### config.mk
export PLATFORM = sky130hd
export DESIGN_NAME = inv_mix_col_seq_flat
export DESIGN_NICKNAME = d
export VERILOG_FILES = /design/src/rtl/aes_mix_pkg.sv /design/src/rtl/inv_mix_col_seq_if.sv /design/src/rtl/mix_col_byte.sv /design/src/rtl/inv_mix_col_seq.sv /design/src/flat_wrapper.sv
export SDC_FILE = /design/constraint.sdc
export NUM_CORES = 1
export LEC_CHECK = 0
export CORE_MARGIN = 2
export CORE_UTILIZATION = 55
export CTS_CLUSTER_SIZE = 40
export DETAILED_ROUTE_END_ITERATION = 12
export PLACE_DENSITY = 0.81
export SYNTH_ARGS = -nofsm -noshare
export SYNTH_HDL_FRONTEND = slang
export SYNTH_HIERARCHICAL = 1
export SYNTH_SLANG_ARGS = --single-unit
### constraint.sdc
create_clock -name clk -period 3 [get_ports clk]
set_input_delay 0.45 -clock clk [delete_from_list [all_inputs] [get_ports clk]]
set_output_delay 0.45 -clock clk [all_outputs]
set_load 0.05 [all_outputs]
### src/rtl/aes_mix_pkg.sv
// Shared definitions for the AES (Inv)MixColumns sequencer and its byte datapath.
//   - state_e       : sequencer FSM states
//   - NUM_COLS      : columns in the AES-128 state
//   - INV_COEF      : InvMixColumns row coefficients {0E,0B,0D,09}, index 0 first
//   - FWD_COEF      : MixColumns row coefficients {02,03,01,01}, index 0 first
//   - xtime         : multiply by x in GF(2^8) mod 0x11B
//   - gf_mul_const  : multiply by an 8-bit constant via an xtime chain
package aes_mix_pkg;

  localparam int NUM_COLS = 4;

  typedef enum logic [2:0] {
    ST_IDLE,
    ST_LOAD,
    ST_DRAIN,
    ST_WRITE,
    ST_DONE
  } state_e;

  localparam logic [3:0][7:0] INV_COEF = {8'h09, 8'h0d, 8'h0b, 8'h0e};
  localparam logic [3:0][7:0] FWD_COEF = {8'h01, 8'h01, 8'h03, 8'h02};

  function automatic logic [7:0] xtime(input logic [7:0] a);
    return {a[6:0], 1'b0} ^ (a[7] ? 8'h1b : 8'h00);
  endfunction

  // Sum of a*x^i for every set bit i of c; with constant c this folds to a few XORs.
  function automatic logic [7:0] gf_mul_const(input logic [7:0] a, input logic [7:0] c);
    logic [7:0] acc;
    logic [7:0] pw;
    acc = '0;
    pw  = a;
    for (int i = 0; i < 8; i++) begin
      if (c[i]) acc ^= pw;
      pw = xtime(pw);
    end
    return acc;
  endfunction

endpackage

### src/rtl/inv_mix_col_seq_if.sv
// Bus bundle between the round controller / state memory and inv_mix_col_seq.
//   start   : begin a pass (controller -> sequencer)
//   rd_addr : state-memory read address, rd_data : read data (RD_LAT later)
//   wr_en / wr_addr / wr_data : state-memory write port
//   busy    : pass in progress, done : one-cycle completion pulse
//   fwd     : only with MIX_FWD_SUPPORT_EN, selects forward MixColumns
// Modports: slave = sequencer side, master = controller/memory side.
interface inv_mix_col_seq_if;
  logic       start;
  logic [3:0] rd_addr;
  logic [7:0] rd_data;
  logic       wr_en;
  logic [3:0] wr_addr;
  logic [7:0] wr_data;
  logic       busy;
  logic       done;

`ifdef MIX_FWD_SUPPORT_EN
  logic       fwd;

  modport slave (input start, rd_data, fwd,
                 output rd_addr, wr_en, wr_addr, wr_data, busy, done);
  modport master (output start, rd_data, fwd,
                  input rd_addr, wr_en, wr_addr, wr_data, busy, done);
`else
  modport slave (input start, rd_data,
                 output rd_addr, wr_en, wr_addr, wr_data, busy, done);
  modport master (output start, rd_data,
                  input rd_addr, wr_en, wr_addr, wr_data, busy, done);
`endif

endinterface

### src/rtl/mix_col_byte.sv
// Combinational (Inv)MixColumns for one output byte.
//   col_i  : the four column bytes, col_i[0] = row 0
//   row_i  : output row r
//   fwd_i  : 1 = forward coefficients, 0 = inverse coefficients
//   byte_o : c0*col[r] ^ c1*col[r+1] ^ c2*col[r+2] ^ c3*col[r+3] (row indices mod 4)
module mix_col_byte
  import aes_mix_pkg::*;
(
  input  logic [3:0][7:0] col_i,
  input  logic [1:0]      row_i,
  input  logic            fwd_i,
  output logic [7:0]      byte_o
);

  logic [3:0][7:0] coef;

  always_comb begin
    coef   = fwd_i ? FWD_COEF : INV_COEF;
    // 2-bit row arithmetic gives the mod-4 rotation for free
    byte_o = gf_mul_const(col_i[row_i],         coef[0])
           ^ gf_mul_const(col_i[row_i + 2'd1],  coef[1])
           ^ gf_mul_const(col_i[row_i + 2'd2],  coef[2])
           ^ gf_mul_const(col_i[row_i + 2'd3],  coef[3]);
  end

endmodule

### src/rtl/inv_mix_col_seq.sv
// InvMixColumns sequencer: reads the 16-byte state one column at a time,
// buffers it, and writes the four transformed bytes back in place.
//   clk, rst : rising-edge clock, synchronous active-high reset
//   bus      : inv_mix_col_seq_if.slave (start, rd_addr/rd_data, wr_*, busy, done)
// Parameters: RD_LAT (1 or 2) memory read latency, START_COL first column.
// Optional macro MIX_FWD_SUPPORT_EN adds bus.fwd (latched at start) to select
// forward MixColumns coefficients.
//
// state    | meaning
// ---------+-------------------------------------------------------------
// ST_IDLE  | waiting for start
// ST_LOAD  | issue 4 reads of the current column (n = 0..3)
// ST_DRAIN | RD_LAT cycles for outstanding read data to land in the buffer
// ST_WRITE | 4 registered writes of the transformed column (r = 0..3)
// ST_DONE  | one-cycle done pulse, then back to idle
module inv_mix_col_seq
  import aes_mix_pkg::*;
#(
  parameter int RD_LAT    = 1,
  parameter int START_COL = 0
) (
  input  logic               clk,
  input  logic               rst,
  inv_mix_col_seq_if.slave   bus
);

  state_e                 state_q;
  logic [1:0]             col_q;
  logic [1:0]             n_q;
  logic [1:0]             r_q;
  logic [1:0]             cols_left_q;
  logic [1:0]             dcnt_q;
  logic [3:0][7:0]        col_buf_q;
  logic [3:0][7:0]        col_buf_d;
  logic [RD_LAT-1:0]      vld_q;
  logic [RD_LAT-1:0][1:0] idx_q;
  logic [3:0]             rd_addr_q;
  logic                   wr_en_q;
  logic [3:0]             wr_addr_q;
  logic [7:0]             wr_data_q;
  logic                   busy_q;
  logic                   done_q;
  logic [1:0]             mix_row;
  logic [7:0]             mix_byte;
  logic                   fwd_sel;

`ifdef MIX_FWD_SUPPORT_EN
  logic                   fwd_q;
  assign fwd_sel = fwd_q;
`else
  assign fwd_sel = 1'b0;
`endif

  // The last byte of a column lands on the same edge that registers the
  // first write, so the datapath sees the buffer with that capture applied.
  always_comb begin
    col_buf_d = col_buf_q;
    if (vld_q[RD_LAT-1]) col_buf_d[idx_q[RD_LAT-1]] = bus.rd_data;
  end

  // Next row to be registered: row 0 when leaving DRAIN, r+1 inside WRITE.
  always_comb begin
    mix_row = (state_q == ST_WRITE) ? r_q + 2'd1 : 2'd0;
  end

  mix_col_byte u_mix (
    .col_i  (col_buf_d),
    .row_i  (mix_row),
    .fwd_i  (fwd_sel),
    .byte_o (mix_byte)
  );

  always_ff @(posedge clk) begin
    if (rst) begin
      state_q     <= ST_IDLE;
      col_q       <= '0;
      n_q         <= '0;
      r_q         <= '0;
      cols_left_q <= '0;
      dcnt_q      <= '0;
      col_buf_q   <= '0;
      vld_q       <= '0;
      idx_q       <= '0;
      rd_addr_q   <= '0;
      wr_en_q     <= 1'b0;
      wr_addr_q   <= '0;
      wr_data_q   <= '0;
      busy_q      <= 1'b0;
      done_q      <= 1'b0;
`ifdef MIX_FWD_SUPPORT_EN
      fwd_q       <= 1'b0;
`endif
    end else begin
      // read-valid delay line: a read issued in LOAD is captured RD_LAT cycles later
      vld_q[0] <= (state_q == ST_LOAD);
      idx_q[0] <= n_q;
      for (int i = 1; i < RD_LAT; i++) begin
        vld_q[i] <= vld_q[i-1];
        idx_q[i] <= idx_q[i-1];
      end
      col_buf_q <= col_buf_d;
      done_q    <= 1'b0;

      case (state_q)
        ST_IDLE: begin
          if (bus.start) begin
            state_q     <= ST_LOAD;
            col_q       <= START_COL[1:0];
            n_q         <= 2'd0;
            cols_left_q <= 2'(NUM_COLS - 1);
            rd_addr_q   <= {START_COL[1:0], 2'd0};
            busy_q      <= 1'b1;
`ifdef MIX_FWD_SUPPORT_EN
            fwd_q       <= bus.fwd;
`endif
          end
        end
        ST_LOAD: begin
          if (n_q == 2'd3) begin
            state_q <= ST_DRAIN;
            dcnt_q  <= 2'(RD_LAT - 1);
          end else begin
            n_q       <= n_q + 2'd1;
            rd_addr_q <= {col_q, n_q + 2'd1};
          end
        end
        ST_DRAIN: begin
          if (dcnt_q == 2'd0) begin
            state_q   <= ST_WRITE;
            r_q       <= 2'd0;
            wr_en_q   <= 1'b1;
            wr_addr_q <= {col_q, 2'd0};
            wr_data_q <= mix_byte;
          end else begin
            dcnt_q <= dcnt_q - 2'd1;
          end
        end
        ST_WRITE: begin
          if (r_q == 2'd3) begin
            wr_en_q <= 1'b0;
            if (cols_left_q == 2'd0) begin
              state_q <= ST_DONE;
              done_q  <= 1'b1;
            end else begin
              state_q     <= ST_LOAD;
              cols_left_q <= cols_left_q - 2'd1;
              col_q       <= col_q + 2'd1;
              n_q         <= 2'd0;
              rd_addr_q   <= {col_q + 2'd1, 2'd0};
            end
          end else begin
            r_q       <= r_q + 2'd1;
            wr_addr_q <= {col_q, r_q + 2'd1};
            wr_data_q <= mix_byte;
          end
        end
        ST_DONE: begin
          state_q <= ST_IDLE;
          busy_q  <= 1'b0;
        end
        default: state_q <= ST_IDLE;
      endcase
    end
  end

  assign bus.rd_addr = rd_addr_q;
  assign bus.wr_en   = wr_en_q;
  assign bus.wr_addr = wr_addr_q;
  assign bus.wr_data = wr_data_q;
  assign bus.busy    = busy_q;
  assign bus.done    = done_q;

endmodule

### src/flat_wrapper.sv
// flat-port wrapper written by rule: the top's interface ports become plain ports
module inv_mix_col_seq_flat import aes_mix_pkg::*;
#(
  parameter int RD_LAT    = 1,
  parameter int START_COL = 0
)
  (clk, rst, bus_start, bus_rd_data, bus_rd_addr, bus_wr_en, bus_wr_addr, bus_wr_data, bus_busy, bus_done);
  inv_mix_col_seq_if bus_i ();
  input  logic clk;
  input  logic rst;
  input wire logic [$bits(bus_i.start)-1:0] bus_start;
  input wire logic [$bits(bus_i.rd_data)-1:0] bus_rd_data;
  output wire logic [$bits(bus_i.rd_addr)-1:0] bus_rd_addr;
  output wire logic [$bits(bus_i.wr_en)-1:0] bus_wr_en;
  output wire logic [$bits(bus_i.wr_addr)-1:0] bus_wr_addr;
  output wire logic [$bits(bus_i.wr_data)-1:0] bus_wr_data;
  output wire logic [$bits(bus_i.busy)-1:0] bus_busy;
  output wire logic [$bits(bus_i.done)-1:0] bus_done;
  assign bus_i.start = bus_start;
  assign bus_i.rd_data = bus_rd_data;
  assign bus_rd_addr = bus_i.rd_addr;
  assign bus_wr_en = bus_i.wr_en;
  assign bus_wr_addr = bus_i.wr_addr;
  assign bus_wr_data = bus_i.wr_data;
  assign bus_busy = bus_i.busy;
  assign bus_done = bus_i.done;
  inv_mix_col_seq #(.RD_LAT(RD_LAT), .START_COL(START_COL)) u_core (.clk(clk), .rst(rst), .bus(bus_i));
endmodule
After elaboration in Yosys (flattened, before gate mapping). Index checks and enable logic that the tools add are counted. Widths: inputs -> output; s select.

Output and inout port bits: 19. Bits in registers: 67. Input bits: 11. Word-level logic and storage cells: 153.

Equality and inequality tests: 14. Bitwise logic cells: 24. $add $sub $neg: 8. Order comparisons: 6. Muxes and demuxes: 66. Reduce and logical (&&, ||, !) cells: 17.

Operators by type and width (count): $xor 8x5->8 (12); $xor 8x8->8 (10); $bmux 8 s2 (4); $mux 5 (12); $mux 8 (7); $bwmux 32 (1); $mux 32 (1); $mux 2 (14); $mux 4 (6); $demux 8 s2 (1); $pmux 2 s2 (4); $pmux 8 s2 (1); $lt 2x3->1 const B (5); $mux 3 (5); $ne 2x2->1 const B (7); $pmux 3 s4 (1); $pmux 4 s3 (1); $reduce_and 3->1 (3); $add 2x1->2 const B (4); $pmux 4 s2 (1); $reduce_and 4->1 (2); $reduce_bool 2->1 (4); $eq 3x2->1 const B (2); $pmux 2 s3 (1); 17 further kinds (26).

Longest topological paths before layout.
Word-level depth: 20. Depth in mapped cells: 19. Gate-level depth less buffers: 12.

Cells and area by module. Netlist, hierarchy kept.

Modules (own cells, without submodules): inv_mix_col_seq (area an instance 2766.4 um^2, times used 1, cells an instance 274, sequential area each 1281.2 um^2); mix_col_byte (area an instance 2035.7 um^2, times used 1, cells an instance 230, sequential area each 0.0 um^2).

Worst setup path before layout. OpenSTA, ideal clock, no wires.

Path kind: register to register. Start: register u_core.state_q[2]. End: register u_core.wr_data_q[3] (netlist: u_core/bus.wr_data[3]). Library setup time: 70 ps. Slack: -349 ps. Path buffers: 3. Period minus slack after synthesis: 3349 ps. Stages on the path, launching flop included: 16. Arrival time: 3279 ps. Required time: 2930 ps. Cells stage by stage: dfxtp_1 clkbuf_1 nor2b_1 clkbuf_1 clkbuf_1 nand2_1 nor2_1 mux4_1 xnor2_2 xnor2_1 xnor3_1 xnor3_1 nor2_2 xnor2_1 nand4_1 a21oi_1.

Word-level cells in the longest chain between the ends: 15. Elaborated cells on any way between the ends: 53. Classes of those cells: add/sub (3); eq/ne (4); mux (22); bitwise (22); reduce/logical (2).

RTL lines: from (decl) (line inv_mix_col_seq.sv:27) `state_e state_q;`; from (signal assigned) (line inv_mix_col_seq.sv:75) `state_q <= ST_IDLE;`; from (signal assigned) (line inv_mix_col_seq.sv:107) `state_q <= ST_LOAD;`; from (signal assigned) (line inv_mix_col_seq.sv:120) `state_q <= ST_DRAIN;`; $eq 3x2->1 * (line inv_mix_col_seq.sv:63) `mix_row = (state_q == ST_WRITE) ? r_q + 2'd1 : 2'd0;`; $mux 2 * (line inv_mix_col_seq.sv:63); via u_core.mix_row[0] (line inv_mix_col_seq.sv:43) `logic [1:0] mix_row;`; $add 2x1->2 (line mix_col_byte.sv:21) `^ gf_mul_const(col_i[row_i + 2'd1], coef[1])`; $bmux 8 s2 (line mix_col_byte.sv:21); $mux 8 (not written as such) (line mix_col_byte.sv:21); $mux 5 / $xor 8x5->8 (equally long branches) (line aes_mix_pkg.sv:24) `return {a[6:0], 1'b0} ^ (a[7] ? 8'h1b : 8'h00);`; $xor 8x5->8 (line aes_mix_pkg.sv:24); $xor 8x5->8 / $mux 5 (equally long branches) (line aes_mix_pkg.sv:24); $xor 8x5->8 (line aes_mix_pkg.sv:24); $xor 8x8->8 (line aes_mix_pkg.sv:34) `if (c[i]) acc ^= pw;`; $xor 8x8->8 (line mix_col_byte.sv:21); $xor 8x8->8 (line mix_col_byte.sv:22) `^ gf_mul_const(col_i[row_i + 2'd2], coef[2])`; $xor 8x8->8 * (line mix_col_byte.sv:23) `^ gf_mul_const(col_i[row_i + 2'd3], coef[3]);`; via u_core.mix_byte[3] (line inv_mix_col_seq.sv:44) `logic [7:0] mix_byte;`; $mux 8, on equally long branches (line inv_mix_col_seq.sv:139, inv_mix_col_seq.sv:128); $pmux 8 s2 * (line inv_mix_col_seq.sv:104) `case (state_q)`; to (signal assigned) (line inv_mix_col_seq.sv:133) `wr_data_q <= mix_byte;`; to (signal assigned) (line inv_mix_col_seq.sv:154) `wr_data_q <= mix_byte;`; to (decl) (line inv_mix_col_seq.sv:40) `logic [7:0] wr_data_q;`.

The timed path passes the listed nets; every way through them passes the cells marked *. The select of a mux whose other input is x is not followed. A chain may end at the register's enable or synchronous reset.

==> impl_metrics.yaml <==
cells_and_area:
  antennaDiodeCount: 0
  finalNetCount: 590
  drive_above_1_share: 0.314
  areaGrowthSynthToFinish_pct: 27.4
worst_hold_path:
  hold_path_class: "reg -> reg"
floorplanning:
  dieArea_um2: 9490
  rows: 34
  core-area_um2: 8590
  die_x_um: 97.4
  io_pins: 30
  initial_utilization: 0.559
  die_h_um: 97.4
grt:
  grt_overflow_total: 0
  grt_pass1_vias: 3920
  antenna_found_initial: 0
  busiest_layer: "met2"
  grt_use_met1: 0.318
  grt_pass1_wl_um: 19500
  grt_util_met3: 0.0374
  grt_max_degree: 38
  track_usage: 0.254
  grt_use_met2: 0.445
pwr:
  p_switching_uw: 571
  p_sw_frac: 0.261
  total_power_mw: 2.19
  p_int_mw: 1.62
  p_per_area_nw_per_um2: 358
  power.leakage_nw: 2.42
  p_clk_frac: 0.421
  p_comb_frac: 0.182
  vdd_drop_max_mv: 0.261
  seqPwrFrac: 0.397
synth:
  synth-edff-count: 0
  ys_seq_area_frac: 0.267
  ys_ff_latch: 64
  synth_cells: 504
  ys.flop_type: "dfxtp_1"
  synth_common_cells: "66 x xnor2_1, 64 x dfxtp_1, 37 x nor2b_1"
  yosysMostFrequentCell: "xnor2_1"
  yosysTopAreaCellShare: 0.267
  syn_avg_cell_area_um2: 9.53
  syn_area_um2: 4800
  synth_top_area_cell: "dfxtp_1"
  synth.area.top_cells: "dfxtp_1 27%, xnor2_1 12%, mux2_2 8.2%"
  yosys_warnings: 6
  ys_types: 65
  async_flop_share: 0
  synth_nets: 519
timing:
  relSlewSlack: 0.443
  hold_violations: 0
  fin_crit_ns: 3.11
  fmax_ghz: 0.321
  whs_ns: 0.475
  tightest_slew_ns: 0.832
  setup_viol: 3
  rsz0062_at_grt: "true"
  drv_slew: 0
  fin_skew_ns: 0.00985
  finalWorstSetupSlack_ns: -0.113
  period_share: 1.04
worst_setup_path:
  slowest_stage: "mux4_2"
  critPathBufInv: 1
  path_cells: "nor3b_4, buf_6, mux2_4, mux4_2, xnor2_2, xnor2_2, xnor3_1, xnor2_1, nor2_1, xnor2_1, nand4_1, a21oi_1"
  critPathLaunchType: "flop"
  crit_fanout: 5
  path_class: "reg -> reg"
  end_kind: "flop"
  crit_required_ns: 3.29
  cp.arrival_ns: 3.40
  crit_family: "XOR/XNOR gates"
  slowest_delay_ns: 0.52
cts:
  clkTransAtPathRegs_ns: 0.08
  ctsHtreeMaxLevel: 3
  cts.sinks: 64
  tritoncts: "built"
  clk_latency_ns: 0.36
  clk_path_buf_depth: 2
  clock-root-buffer: "clkbuf_8"
  cts_buffers: 9
detailed_routing:
  drc_errors: 0
  drt-total-wl_um: 12600
  first_pass_iters: 5
  via_per_inst: 5.92
  routed-via-count: 4075
  wl_per_cell_um: 18.3
  antenna_left: 0
  drtIter0Drc: 280
run_status:
  violations: "setup timing"
  status: "complete, but fails checks"
place:
  io_buffers: 29
  gp_congestion: 0.859
  dp_hpwl_um: 8260
job:
  max_cap_violations: 0
-- worst paths after layout --
check	from	end	slack, ns	cells after the start
worst max-delay path	u_core/vld_q$_SDFF_PP0_	u_core/bus.wr_data[4]$_SDFFE_PP0P_	-0.11	12
worst min-delay path	u_core/bus.wr_data[6]$_SDFFE_PP0P_	u_core/bus.wr_data[6]$_SDFFE_PP0P_	0.48	2
worst max register to register	u_core/vld_q$_SDFF_PP0_	u_core/bus.wr_data[4]$_SDFFE_PP0P_	-0.11	12
worst min register to register	u_core/bus.wr_data[6]$_SDFFE_PP0P_	u_core/bus.wr_data[6]$_SDFFE_PP0P_	0.48	2
-- layer usage --
layer  routed length [um]  part of all wire
met2                 6460              0.51
met3                  535             0.042
met1                 5310              0.42
met4                  290             0.023
met5                    0                 0
-- cell type report --
| cell class | count | area, um^2 |
|---|---|---|
| Clock buffer | 9 | 124 |
| Clock inverter | 7 | 120 |
| Fill cell | 571 | 2480 |
| Inverter | 9 | 33.8 |
| Multi-Input combinational cell | 382 | 3430 |
| Sequential cell | 64 | 1290 |
| Tap cell | 108 | 135 |
| Timing Repair Buffer | 109 | 980 |
-- through the flow --
step	TNS [ns]	setup slack [ns]	cells	area (um^2)	utilization
after floorplan	0	0.00183	504	4830	-
after global placement	-0.186	-0.0792	661	5560	0.647
after detailed placement	-0.564	-0.175	661	5560	0.647
after CTS	-0.125	-0.0922	685	5940	0.691
after global routing	-0.798	-0.237	688	6120	0.712
final	-0.265	-0.113	688	6120	0.712
-- layout by cell type (no fill, tap or decap), types with 4 or more instances in the layout --
cell type / instances
dfxtp_1: 58
nand2b_1: 12
a31oi_1: 4
o21ai_0: 7
nand3b_1: 5
dfxtp_2: 4
xnor2_1: 57
inv_1: 9
buf_6: 5
xnor2_2: 11
clkdlybuf4s50_1: 28
clkbuf_8: 9
o21ai_1: 4
xnor3_1: 4
a221oi_1: 8
nor2b_1: 36
nand4_1: 11
mux2_4: 12
nor2_1: 16
mux2i_1: 19
buf_12: 4
xor2_1: 30
mux2_2: 25
nand2_1: 7
o31ai_1: 11
nor3_1: 4
and3b_1: 4
mux4_2: 10
a21oi_1: 23
buf_4: 70
-- power by group through the flow --
stage	registers (mW)	clock network [mW]	logic, mW
4_1_cts	0.871	0.938	0.372
3_5_place_dp	0.890	0	0.361
3_3_place_gp	0.889	0	0.348
5_1_grt	0.872	0.972	0.422
2_1_floorplan	0.894	0	0.261
6_report	0.871	0.922	0.398
-- cells by family after synthesis --
| kind of cell | after synthesis | synth area share |
|---|---|---|
| other | 1 | 0.000781 |
| xor gates and xnor gates | 105 | 0.211 |
| AOI/OAI and AO/OA | 81 | 0.116 |
| DFF | 64 | 0.267 |
| adders and majority gates | 4 | 0.0104 |
| buffers and inverters | 58 | 0.0560 |
| and+or+nand+nor | 121 | 0.150 |
| muxes | 70 | 0.188 |
-- registers in the layout (all words and copies together), names as in the netlist, 3 cells and up --
name,cells
u_core/state_q,3
u_core/bus.wr_data,8
u_core/bus.wr_addr,3
u_core/bus.rd_addr,4
u_core/col_buf_q,32
-- timing repair --
item,CTS,global route
setup endpoints to repair,4,6
buffers inserted,7,6
gates cloned,1,0
gates resized for setup,14,30
hold buffers,0,0
pin swaps,5,17
-- worst reg2reg max path: stages (launching register included) --
cell and delay, ns:
dfxtp_4 0.37, nor3b_4 0.18, buf_6 0.17, mux2_4 0.35, mux4_2 0.52, xnor2_2 0.23, xnor2_2 0.15, xnor3_1 0.34
xnor2_1 0.13, nor2_1 0.17, xnor2_1 0.17, nand4_1 0.11, a21oi_1 0.14
No activity file was read; power rests on OpenSTA's default activity.
